==> config.mk <==
export PLATFORM = sky130hd
export DESIGN_NAME = mrd_stage_wrback_flat
export DESIGN_NICKNAME = d
export VERILOG_FILES = /design/src/rtl/mrd_stage_wrback_pkg.sv /design/src/rtl/mrd_stage_wrback_if.sv /design/src/rtl/mrd_lane2bank_xbar.sv /design/src/rtl/mrd_stage_wrback.sv /design/src/flat_wrapper.sv
export SDC_FILE = /design/constraint.sdc
export NUM_CORES = 2
export LEC_CHECK = 0
export CORE_AREA = 2 2 342 344
export CTS_BUF_LIST = sky130_fd_sc_hd__clkbuf_8
export DETAILED_ROUTE_END_ITERATION = 8
export DIE_AREA = 0 0 344 346
export PLACE_DENSITY = 0.56
export SLEW_MARGIN = 20
export SYNTH_ARGS = -nofsm -noshare
export SYNTH_HDL_FRONTEND = slang
export SYNTH_HIERARCHICAL = 1
export SYNTH_SLANG_ARGS = --single-unit
export TNS_END_PERCENT = 5
==> constraint.sdc <==
create_clock -name clk -period 6.8 [get_ports clk]
set_clock_uncertainty 0.1 [all_clocks]
set_input_delay 1.02 -clock clk [delete_from_list [all_inputs] [get_ports clk]]
set_output_delay 1.02 -clock clk [all_outputs]
set_load 0.02 [all_outputs]
==> src/rtl/mrd_stage_wrback_pkg.sv <==
// ----------------------------------------------------------------------------
// mrd_stage_wrback_pkg
// Shared constants and types for the mixed-radix write-back stage.
//   wDATA / wADDR : lane data component width / bank address width
//   NLANE / NBANK : butterfly lanes (max radix 5) / RAM banks
//   BANK_INVALID  : bank_index code marking a lane as unused
//   wb_state_t    : write-back FSM states
// ----------------------------------------------------------------------------
package mrd_stage_wrback_pkg;

    localparam int wDATA = 30;
    localparam int wADDR = 10;
    localparam int wCNT  = 12;
    localparam int NLANE = 5;
    localparam int NBANK = 7;

    localparam logic [2:0] BANK_INVALID = 3'd7;

    typedef enum logic [1:0] {
        WB_IDLE  = 2'd0,
        WB_WR    = 2'd1,
        WB_DRAIN = 2'd2
    } wb_state_t;

    // Lane k takes part in a beat only when k < radix. Lane indices never
    // exceed NLANE-1, so comparing against the raw factor already caps the
    // radix at NLANE.
    function automatic logic lane_in_factor(input int lane, input logic [2:0] factor);
        return (32'(factor) > 32'(lane));
    endfunction

endpackage

==> src/rtl/mrd_stage_wrback_if.sv <==
// ----------------------------------------------------------------------------
// mrd_stage_wrback_if
// Bus bundle between the butterfly, the write-back stage and the RAM banks.
//   in_valid / in_factor           : beat valid and radix of the beat
//   in_bank_index / in_bank_addr   : per-lane target bank and address
//   in_real / in_imag              : per-lane data
//   wren / wraddr / wrdata_*       : per-bank write port
// master : upstream side (drives beats, observes bank writes)
// slave  : write-back stage (consumes beats, drives bank writes)
// ----------------------------------------------------------------------------
interface mrd_stage_wrback_if;
    import mrd_stage_wrback_pkg::*;

    logic                              in_valid;
    logic [2:0]                        in_factor;
    logic [0:NLANE-1][2:0]             in_bank_index;
    logic [0:NLANE-1][wADDR-1:0]       in_bank_addr;
    logic [0:NLANE-1][wDATA-1:0]       in_real;
    logic [0:NLANE-1][wDATA-1:0]       in_imag;

    logic [0:NBANK-1]                  wren;
    logic [0:NBANK-1][wADDR-1:0]       wraddr;
    logic [0:NBANK-1][wDATA-1:0]       wrdata_real;
    logic [0:NBANK-1][wDATA-1:0]       wrdata_imag;

    modport master (
        output in_valid, in_factor, in_bank_index, in_bank_addr, in_real, in_imag,
        input  wren, wraddr, wrdata_real, wrdata_imag
    );

    modport slave (
        input  in_valid, in_factor, in_bank_index, in_bank_addr, in_real, in_imag,
        output wren, wraddr, wrdata_real, wrdata_imag
    );

endinterface

==> src/rtl/mrd_lane2bank_xbar.sv <==
// ----------------------------------------------------------------------------
// mrd_lane2bank_xbar
// Combinational lane-to-bank crossbar. For every bank, picks the lowest
// active lane that targets it and forwards that lane's address and data.
//   i_active        : per-lane active mask
//   i_bank_index    : per-lane target bank
//   i_bank_addr     : per-lane address
//   i_real/i_imag   : per-lane data
//   o_bank_valid    : bank receives a lane this beat
//   o_bank_addr     : selected address (0 when bank not valid)
//   o_bank_real/imag: selected data (0 when bank not valid)
//   o_conflict      : some bank was targeted by two or more active lanes
// ----------------------------------------------------------------------------
module mrd_lane2bank_xbar
    import mrd_stage_wrback_pkg::*;
(
    input  logic [0:NLANE-1]             i_active,
    input  logic [0:NLANE-1][2:0]        i_bank_index,
    input  logic [0:NLANE-1][wADDR-1:0]  i_bank_addr,
    input  logic [0:NLANE-1][wDATA-1:0]  i_real,
    input  logic [0:NLANE-1][wDATA-1:0]  i_imag,
    output logic [0:NBANK-1]             o_bank_valid,
    output logic [0:NBANK-1][wADDR-1:0]  o_bank_addr,
    output logic [0:NBANK-1][wDATA-1:0]  o_bank_real,
    output logic [0:NBANK-1][wDATA-1:0]  o_bank_imag,
    output logic                         o_conflict
);

    logic [0:NBANK-1] w_bank_conflict;

    genvar gi;
    generate
        for (gi = 0; gi < NBANK; gi++) begin : g_bank
            logic [0:NLANE-1] w_hit;
            logic [2:0]       w_sel;
            logic             w_any;

            always_comb begin
                w_hit = '0;
                w_sel = '0;
                for (int k = 0; k < NLANE; k++) begin
                    w_hit[k] = i_active[k] && (i_bank_index[k] == 3'(gi));
                end
                // Scan downward so the lowest hitting lane is the last write.
                for (int k = NLANE - 1; k >= 0; k--) begin
                    if (w_hit[k]) begin
                        w_sel = 3'(k);
                    end
                end
            end

            assign w_any               = |w_hit;
            assign o_bank_valid[gi]    = w_any;
            assign o_bank_addr[gi]     = w_any ? i_bank_addr[w_sel] : '0;
            assign o_bank_real[gi]     = w_any ? i_real[w_sel]      : '0;
            assign o_bank_imag[gi]     = w_any ? i_imag[w_sel]      : '0;
            assign w_bank_conflict[gi] = ($countones(w_hit) > 1);
        end
    endgenerate

    assign o_conflict = |w_bank_conflict;

endmodule

==> src/rtl/mrd_stage_wrback.sv <==
// ----------------------------------------------------------------------------
// mrd_stage_wrback
// Write-back stage: scatters up to 5 butterfly lanes into 7 RAM banks in
// place, counts beats per stage and pulses o_wr_end when the stage is done.
//   clk, rst_n       : clock, synchronous active-low reset
//   i_stage_start    : begin (or restart) a stage, latch i_expect_cnt
//   i_expect_cnt     : beats expected in this stage
//   bus (slave)      : beat input and per-bank write port
//   o_wr_busy        : stage in WR or DRAIN
//   o_wr_end         : one-cycle pulse, stage write complete
//   o_conflict_err   : sticky, two active lanes hit one bank
//   o_overrun_err    : sticky, beat arrived outside WR
// ----------------------------------------------------------------------------
module mrd_stage_wrback
    import mrd_stage_wrback_pkg::*;
(
    input  logic                 clk,
    input  logic                 rst_n,
    input  logic                 i_stage_start,
    input  logic [wCNT-1:0]      i_expect_cnt,
    mrd_stage_wrback_if.slave    bus,
    output logic                 o_wr_busy,
    output logic                 o_wr_end,
    output logic                 o_conflict_err,
    output logic                 o_overrun_err
);

    wb_state_t                   r_state;
    logic [wCNT-1:0]             r_beat_cnt;
    logic [wCNT-1:0]             r_expect_cnt;
    logic                        r_wr_busy;
    logic                        r_wr_end;
    logic                        r_conflict_err;
    logic                        r_overrun_err;

    logic [0:NBANK-1]            r_wren;
    logic [0:NBANK-1][wADDR-1:0] r_wraddr;
    logic [0:NBANK-1][wDATA-1:0] r_wrdata_real;
    logic [0:NBANK-1][wDATA-1:0] r_wrdata_imag;

    logic [0:NLANE-1]            w_active;
    logic [0:NBANK-1]            w_bank_valid;
    logic [0:NBANK-1][wADDR-1:0] w_bank_addr;
    logic [0:NBANK-1][wDATA-1:0] w_bank_real;
    logic [0:NBANK-1][wDATA-1:0] w_bank_imag;
    logic                        w_conflict;
    logic [wCNT-1:0]             w_cnt_inc;
    logic                        w_overrun;

    // Lanes only write while a stage is in WR; beats seen elsewhere are
    // flagged as overruns instead.
    genvar gi;
    generate
        for (gi = 0; gi < NLANE; gi++) begin : g_lane
            assign w_active[gi] = bus.in_valid
                               && (r_state == WB_WR)
                               && lane_in_factor(gi, bus.in_factor)
                               && (bus.in_bank_index[gi] != BANK_INVALID);
        end
    endgenerate

    mrd_lane2bank_xbar u_xbar (
        .i_active     (w_active),
        .i_bank_index (bus.in_bank_index),
        .i_bank_addr  (bus.in_bank_addr),
        .i_real       (bus.in_real),
        .i_imag       (bus.in_imag),
        .o_bank_valid (w_bank_valid),
        .o_bank_addr  (w_bank_addr),
        .o_bank_real  (w_bank_real),
        .o_bank_imag  (w_bank_imag),
        .o_conflict   (w_conflict)
    );

    assign w_cnt_inc = r_beat_cnt + 12'd1;
    assign w_overrun = bus.in_valid && (r_state != WB_WR);

    always_ff @(posedge clk) begin
        if (!rst_n) begin
            r_state        <= WB_IDLE;
            r_beat_cnt     <= '0;
            r_expect_cnt   <= '0;
            r_wr_busy      <= 1'b0;
            r_wr_end       <= 1'b0;
            r_conflict_err <= 1'b0;
            r_overrun_err  <= 1'b0;
            r_wren         <= '0;
            r_wraddr       <= '0;
            r_wrdata_real  <= '0;
            r_wrdata_imag  <= '0;
        end else begin
            r_wr_end <= 1'b0;

            // Clear first so a same-cycle set overrides it.
            if (i_stage_start) begin
                r_conflict_err <= 1'b0;
                r_overrun_err  <= 1'b0;
            end
            if (w_conflict) begin
                r_conflict_err <= 1'b1;
            end
            if (w_overrun) begin
                r_overrun_err <= 1'b1;
            end

            // stage_start restarts from any state; an aborted stage never
            // reaches DRAIN->IDLE, so it produces no wr_end.
            if (i_stage_start) begin
                r_expect_cnt <= i_expect_cnt;
                r_beat_cnt   <= '0;
                r_wr_busy    <= 1'b1;
                if (i_expect_cnt == '0) begin
                    r_state <= WB_DRAIN;
                end else begin
                    r_state <= WB_WR;
                end
            end else begin
                case (r_state)
                    WB_IDLE: begin
                        r_wr_busy <= 1'b0;
                    end
                    WB_WR: begin
                        if (bus.in_valid) begin
                            r_beat_cnt <= w_cnt_inc;
                            if (w_cnt_inc == r_expect_cnt) begin
                                r_state <= WB_DRAIN;
                            end
                        end
                    end
                    WB_DRAIN: begin
                        // The last beat's bank write is on the port now;
                        // announce completion as we return to IDLE.
                        r_state   <= WB_IDLE;
                        r_wr_busy <= 1'b0;
                        r_wr_end  <= 1'b1;
                    end
                    default: begin
                        r_state   <= WB_IDLE;
                        r_wr_busy <= 1'b0;
                    end
                endcase
            end

            // The crossbar already zeroes address/data for idle banks.
            r_wren        <= w_bank_valid;
            r_wraddr      <= w_bank_addr;
            r_wrdata_real <= w_bank_real;
            r_wrdata_imag <= w_bank_imag;
        end
    end

    assign bus.wren        = r_wren;
    assign bus.wraddr      = r_wraddr;
    assign bus.wrdata_real = r_wrdata_real;
    assign bus.wrdata_imag = r_wrdata_imag;

    assign o_wr_busy       = r_wr_busy;
    assign o_wr_end        = r_wr_end;
    assign o_conflict_err  = r_conflict_err;
    assign o_overrun_err   = r_overrun_err;

endmodule

==> src/flat_wrapper.sv <==
// flat-port wrapper written by rule: the top's interface ports become plain ports
module mrd_stage_wrback_flat import mrd_stage_wrback_pkg::*;
  (clk, rst_n, i_stage_start, i_expect_cnt, o_wr_busy, o_wr_end, o_conflict_err, o_overrun_err, bus_in_valid, bus_in_factor, bus_in_bank_index, bus_in_bank_addr, bus_in_real, bus_in_imag, bus_wren, bus_wraddr, bus_wrdata_real, bus_wrdata_imag);
  mrd_stage_wrback_if bus_i ();
  input  logic clk;
  input  logic rst_n;
  input  logic i_stage_start;
  input  logic [wCNT-1:0] i_expect_cnt;
  output logic o_wr_busy;
  output logic o_wr_end;
  output logic o_conflict_err;
  output logic o_overrun_err;
  input wire logic [$bits(bus_i.in_valid)-1:0] bus_in_valid;
  input wire logic [$bits(bus_i.in_factor)-1:0] bus_in_factor;
  input wire logic [$bits(bus_i.in_bank_index)-1:0] bus_in_bank_index;
  input wire logic [$bits(bus_i.in_bank_addr)-1:0] bus_in_bank_addr;
  input wire logic [$bits(bus_i.in_real)-1:0] bus_in_real;
  input wire logic [$bits(bus_i.in_imag)-1:0] bus_in_imag;
  output wire logic [$bits(bus_i.wren)-1:0] bus_wren;
  output wire logic [$bits(bus_i.wraddr)-1:0] bus_wraddr;
  output wire logic [$bits(bus_i.wrdata_real)-1:0] bus_wrdata_real;
  output wire logic [$bits(bus_i.wrdata_imag)-1:0] bus_wrdata_imag;
  assign bus_i.in_valid = bus_in_valid;
  assign bus_i.in_factor = bus_in_factor;
  assign bus_i.in_bank_index = bus_in_bank_index;
  assign bus_i.in_bank_addr = bus_in_bank_addr;
  assign bus_i.in_real = bus_in_real;
  assign bus_i.in_imag = bus_in_imag;
  assign bus_wren = bus_i.wren;
  assign bus_wraddr = bus_i.wraddr;
  assign bus_wrdata_real = bus_i.wrdata_real;
  assign bus_wrdata_imag = bus_i.wrdata_imag;
  mrd_stage_wrback u_core (.clk(clk), .rst_n(rst_n), .i_stage_start(i_stage_start), .i_expect_cnt(i_expect_cnt), .bus(bus_i), .o_wr_busy(o_wr_busy), .o_wr_end(o_wr_end), .o_conflict_err(o_conflict_err), .o_overrun_err(o_overrun_err));
endmodule
Yosys cells after proc, flatten, opt, wreduce, memory -nomap -nowiden:

Index checks and enable logic that the tools add are counted.

* flip-flop bits (word level): 527
* input bits: 384
* logic and storage cells: 311

* $add $sub $neg: 29
* $lt $le $gt $ge: 19
* equal/unequal tests: 43
* multiplexer cells: 109
* bitwise logic cells: 8
* reduce and logical (&&, ||, !) cells: 74

Operators with widths (number)
* $bmux W30 S3: 14
* $mux W30: 28
* $bmux W10 S3: 7
* $mux W10: 14
* $mux W3: 35
* $logic_and A1 B1 Y1: 47
* $eq A3 B3 Y1 const B: 15
* $reduce_or A5 Y1: 7
* $eq A3 B2 Y1 const B: 10
* $add A1 B1 Y2: 14
* $add A3 B1 Y4: 7
* $ge A4 B4 Y1 const B: 7
* $gt A4 B1 Y1 const B: 7
* $not A3 Y4: 7
* $add A2 B2 Y3: 7
* $ne A3 B3 Y1 const B: 7
* $reduce_and A2 Y1: 8
* $eq A3 B1 Y1 const B: 5
* $logic_not A3 Y1: 5
* $add A12 B1 Y12 const B: 1
* $eq A12 B12 Y1: 1
* $logic_not A12 Y1: 1
* $mux W2: 4
* $reduce_or A7 Y1: 1
* 14 further kinds: 23

Depth between registers and ports, before layout:

* depth in word-level cells: 14
* depth in mapped cells: 16

Cells and area by module:

The synthesis kept the hierarchy.

By module, submodules not included
* mrd_lane2bank_xbar: times used 1, cells each 3907, area each 22726.8 µm²
* mrd_stage_wrback: times used 1, cells each 1235, area each 14890.5 µm²

Worst setup path after synthesis:

Ideal clock, no wire load.

* kind: input to register
* start: in bus_in_valid
* end: reg u_core.r_conflict_err (netlist: u_core/o_conflict_err)
* setup time: 0.115 ns
* arrival: 4.246 ns
* setup slack: 2.340 ns
* stages: 14
* cells stage by stage: nand2_1 > clkbuf_1 > a311oi_1 > nand4b_1 > inv_1 > clkbuf_1 > clkbuf_1 > fa_1 > ha_1 > nor4_1 > nand4_1 > a221oi_1 > nand3_1 > o21a_1

* longest elaborated chain between the ends: 10
* elaborated cells on any way between the ends: 84

RTL lines
* start, declared: RTL line flat_wrapper.sv:13 `input wire logic [$bits(bus_i.in_valid)-1:0] bus_in_valid;`
* $logic_and A1 B1 Y1 (*): RTL line mrd_stage_wrback.sv:56 `&& (r_state == WB_WR)`
* $logic_and A1 B1 Y1 (*): RTL line mrd_stage_wrback.sv:57 `&& lane_in_factor(gi, bus.in_factor)`
* $logic_and A1 B1 Y1 (*): RTL line mrd_stage_wrback.sv:58 `&& (bus.in_bank_index[gi] != BANK_INVALID);`
* via u_core.w_active (one bit): RTL line mrd_stage_wrback.sv:41 `logic [0:NLANE-1] w_active;`
* $logic_and A1 B1 Y1: RTL line mrd_lane2bank_xbar.sv:42 `w_hit[k] = i_active[k] && (i_bank_index[k] == 3'(gi));`
* $add A1 B1 Y2 (implied by the code): RTL line mrd_lane2bank_xbar.sv:57 `assign w_bank_conflict[gi] = ($countones(w_hit) > 1);`
* $add A2 B2 Y3 (implied by the code): RTL line mrd_lane2bank_xbar.sv:57
* $add A3 B1 Y4 (implied by the code): RTL line mrd_lane2bank_xbar.sv:57
* $gt A4 B1 Y1: RTL line mrd_lane2bank_xbar.sv:57
* $reduce_or A7 Y1 (*): RTL line mrd_lane2bank_xbar.sv:61 `assign o_conflict = |w_bank_conflict;`
* via u_core.w_conflict: RTL line mrd_stage_wrback.sv:46 `logic w_conflict;`
* $mux W1 or $reduce_bool A2 Y1 (tied branches)
* end signal, assigned: RTL line mrd_stage_wrback.sv:85 `r_conflict_err <= 1'b0;`
* end signal, assigned: RTL line mrd_stage_wrback.sv:96 `r_conflict_err <= 1'b0;`
* end signal, assigned: RTL line mrd_stage_wrback.sv:100 `r_conflict_err <= 1'b1;`
* end, declared: RTL line mrd_stage_wrback.sv:33 `logic r_conflict_err;`

The timed path passes the listed nets; every way through them passes the cells marked *.
A chain may end at the register's enable or synchronous reset.

Worst setup path after layout:

* start: in bus_in_valid
* end: reg u_core.r_wrdata_imag, in the netlist u_core/bus.wrdata_imag[42]

* elaborated cells on any way between the ends: 27

RTL lines
* $logic_and A1 B1 Y1 (*): RTL line mrd_stage_wrback.sv:56
* $logic_and A1 B1 Y1 (*): RTL line mrd_stage_wrback.sv:57
* $logic_and A1 B1 Y1 (*): RTL line mrd_stage_wrback.sv:58
* via u_core.w_active (one bit): RTL line mrd_stage_wrback.sv:41
* $logic_and A1 B1 Y1 (*): RTL line mrd_lane2bank_xbar.sv:42
* $mux W3 (4 in a row): RTL line mrd_lane2bank_xbar.sv:46 `if (w_hit[k]) begin`
* $not A3 Y4 (implied by the code): RTL line mrd_lane2bank_xbar.sv:56 `assign o_bank_imag[gi] = w_any ? i_imag[w_sel] : '0;`
* $bmux W30 S3: RTL line mrd_lane2bank_xbar.sv:56
* $mux W30 (implied by the code) (2 in a row): RTL line mrd_lane2bank_xbar.sv:56
* end signal, assigned: RTL line mrd_stage_wrback.sv:148 `r_wrdata_imag <= w_bank_imag;`
* end, declared: RTL line mrd_stage_wrback.sv:39 `logic [0:NBANK-1][wDATA-1:0] r_wrdata_imag;`

The timed path passes the listed nets; every way through them passes the cells marked *. The select of a mux whose other input is x is not followed.

==> results.sh <==
export IMPL_status="finished, final reports clean"
export IMPL_portBuffers=884
export IMPL_cp_required_ps=7450
export IMPL_drv_cap=0
export IMPL_ys_types=71
export IMPL_totalWireLength_um=254200
export IMPL_overflow=0
export IMPL_critPathArrivalTime_ps=5670
export IMPL_crit_top_cell="buf_4"
export IMPL_grt_pass1_wl_um=351400
export IMPL_crit_fanout=49
export IMPL_maxClockFrequency_mhz=199.2
export IMPL_internal_power_mw=5.531
export IMPL_fin_crit_sh_pct=73.83
export IMPL_place_gp_congestion=0.9386
export IMPL_synth_area_leaders="dfxtp_1, nor3_1, nor2_1, a32o_1, and2_1"
export IMPL_dieArea_mm2=0.1190
export IMPL_drc=0
export IMPL_power_frac_clock_pct=44.7
export IMPL_io_pins=885
export IMPL_grt_usage_pct=40.30
export IMPL_slowest_stage="buf_4"
export IMPL_syn_area_per_cell_um2=7.316
export IMPL_layout_cells_non_filler=7323
export IMPL_grt_max_degree=185
export IMPL_rows=125
export IMPL_pre_cts_slack_ps=1095
export IMPL_fp_dieW_um=344
export IMPL_rr_worst_depth=12
export IMPL_antenna_found_initial=45
export IMPL_final_common_cell="nor2_1"
export IMPL_synthCells=5142
export IMPL_yosysTopAreaCellShare_pct=28.05
export IMPL_grt_setup_unrepaired="false"
export IMPL_ys_async_sr_fraction_pct=0
export IMPL_tightest_slew_ps=1235
export IMPL_ctsHoldBuffers=0
export IMPL_finalNetCount=6107
export IMPL_endpoint="u_core/bus.wrdata_imag[42]"
export IMPL_cts_buffers=108
export IMPL_rr_startpoint="u_core/r_state[0]"
export IMPL_drt_vias_per_instance=6.658
export IMPL_area_delta_synth_final_pct=32.16
export IMPL_holdCritPathClass="register to register"
export IMPL_hpwl_um=154900
export IMPL_regToRegEndpoint="u_core/bus.wrdata_imag[42]"
export IMPL_fp_dieH_um=346
export IMPL_clk_latency_ps=800
export IMPL_critPathCaptureType="register"
export IMPL_cts_htree_levels=3
export IMPL_drtIter0Drc=8853
export IMPL_synth_edf_count=0
export IMPL_first_pass_iters=9
export IMPL_fin_util_pct=43.07
export IMPL_synth_fp_nets=5555
export IMPL_critPathKind="primary input to register"
export IMPL_nFillCells=11680
export IMPL_synth_top_area_cell="dfxtp_1"
export IMPL_power_switching_mw=2.494
export IMPL_core_mm2=0.1154
export IMPL_setup_viol=0
export IMPL_report_power_total_mw=8.025
export IMPL_setup_slack_ps=1779
export IMPL_num_vias=48760
export IMPL_slew_viol_final=0
export IMPL_hold_viol_final=0
export IMPL_ys_ff_latch=527
export IMPL_reg2reg_slack_ps=1980
export IMPL_grt_pass1_vias=45290
export IMPL_tns_ps=0
export IMPL_clkTransAtPathRegs_ps=60
export IMPL_cts_max_path_buffers=3
export IMPL_crit_chain="clkdlybuf4s50_1 -> and2_1 -> nand2_1 -> a31oi_1 -> buf_4 -> nand4b_1 -> buf_4 -> ha_1 -> nor4b_4 -> buf_4 -> a32o_1 -> and2_1"
export IMPL_start_kind="primary input"
export IMPL_cp_startpoint="bus_in_valid"
export IMPL_relSlewSlack_pct=17.69
export IMPL_period_needed_ps=5021
export IMPL_initial_core_util_pct=32.59
export IMPL_drive_gt1_share_pct=6.425
export IMPL_cts_root_buf="clkbuf_8"
export IMPL_netSwitchingFraction_pct=31.08
export IMPL_synth_seq_area_share_pct=28.05
export IMPL_ir_drop_v=0.0001436
export IMPL_cts_sinks=527
export IMPL_p_seq_share_pct=39.3
export IMPL_cts_tree="built"
export IMPL_ys_flop_type="dfxtp_1"
export IMPL_power_density_mw_per_mm2=161.4
export IMPL_cp_slowest_stage_delay_ps=880
export IMPL_syn_area_mm2=0.03762
export IMPL_place_inst=7106
export IMPL_post_cts_setup_buffers=0
export IMPL_cts_resized=0
export IMPL_ys_warn_count=6
export IMPL_drtAntennaViolNets=0
export IMPL_p_leak_nw=18.41
export IMPL_power_frac_comb_pct=16.0
export IMPL_final_cell_mix="nor2_1, clkdlybuf4s50_1, nor3_1"
export IMPL_avgRoutedWirePerCell_um=34.71
[synth_stat cells, drive strengths merged, types with 28 or more instances]
| cell | count |
|---|---|
| o211ai | 41 |
| a21o | 210 |
| o32ai | 70 |
| and2 | 499 |
| o2bb2ai | 138 |
| a32o | 351 |
| o311ai | 28 |
| buf | 141 |
| clkbuf | 441 |
| o21ai | 359 |
| a221oi | 70 |
| dfxtp | 527 |
| nand2b | 48 |
| inv | 97 |
| o21bai | 142 |
| or3 | 33 |
| nor3 | 720 |
| a211oi | 69 |
| nor2 | 940 |
[critical path: cells and delay by family]
family	cells	cell delay, ps
AO/OA/AOI/OAI	2	460
adder cells (fa/ha/maj)	1	370
buffers and inverters	4	2060
AND/OR/NAND/NOR	5	1670
[logic make-up after synthesis]
| kind of cell | after synthesis | share of synthesized area [%] |
|---|---|---|
| XOR/XNOR | 20 | 0.4657 |
| multiplexers | 12 | 0.3193 |
| flip-flops | 527 | 28.05 |
| adder cells (fa/ha/maj) | 29 | 1.104 |
| AND/OR/NAND/NOR | 2365 | 31.26 |
| buffers and inverters | 679 | 7.723 |
| AO/OA/AOI/OAI | 1510 | 31.09 |
[flip-flops by register name, indices dropped and copies added (netlist names)]
signal and count:
u_core/bus.wrdata_real 210, u_core/o_wr_end 1, u_core/r_state 2, u_core/o_wr_busy 1, u_core/o_conflict_err 1, u_core/bus.wren 7, u_core/r_expect_cnt 12, u_core/o_overrun_err 1
u_core/bus.wrdata_imag 210, u_core/r_beat_cnt 12, u_core/bus.wraddr 70
[cell type report]
type                    instances  area, µm²  area share, %
multi-input cells            3936      24550          49.38
inverters                      97      374.1         0.7525
repair buffers               1024      10050          20.21
diodes                         25      62.56         0.1258
clock inverters                49      280.3         0.5638
clock buffers                 141       1941          3.904
well taps                    1524       1907          3.836
flip-flops and latches        527      10550          21.22
[per-stage QoR]
step | area, µm² | hold slack (ps)
finish | 49710 | 342.2
global route | 49690 | 362.0
CTS | 49600 | 346.1
detailed placement | 47380 | 339.3
global placement | 47380 | 326.8
floorplan | 37620 | 314.1
[power by group through the flow]
| stage | Clock [mW] | Sequential (mW) | Combinational (mW) |
|---|---|---|---|
| final | 3.59 | 3.15 | 1.28 |
| after global placement | 0 | 3.22 | 1.22 |
| after global routing | 3.73 | 3.15 | 1.31 |
| after CTS | 3.59 | 3.15 | 1.23 |
| after detailed placement | 0 | 3.22 | 1.23 |
| after floorplan | 0 | 3.25 | 0.438 |
[worst min-delay path by stage]
stage                                 start              end  cells after the start
after floorplan           u_core/r_state[0]  u_core/o_wr_end                      1
after CTS                 u_core/r_state[0]  u_core/o_wr_end                      1
after detailed placement  u_core/r_state[0]  u_core/o_wr_end                      1
after global routing      u_core/r_state[0]  u_core/o_wr_end                      1
final                     u_core/r_state[0]  u_core/o_wr_end                      1
after global placement    u_core/r_state[0]  u_core/o_wr_end                      1
[layer usage]
layer | up-vias | share of wire, % | global-route usage [%]
met4 | 36 | 6.6 | 22.75
met5 | - | 0.10 | 0.3676
li1 | 19830 | - | -
met2 | 4748 | 42 | 59.66
met3 | 1076 | 14 | 12.77
met1 | 23070 | 37 | 51.28
No activity file was read; power rests on OpenSTA's default activity.
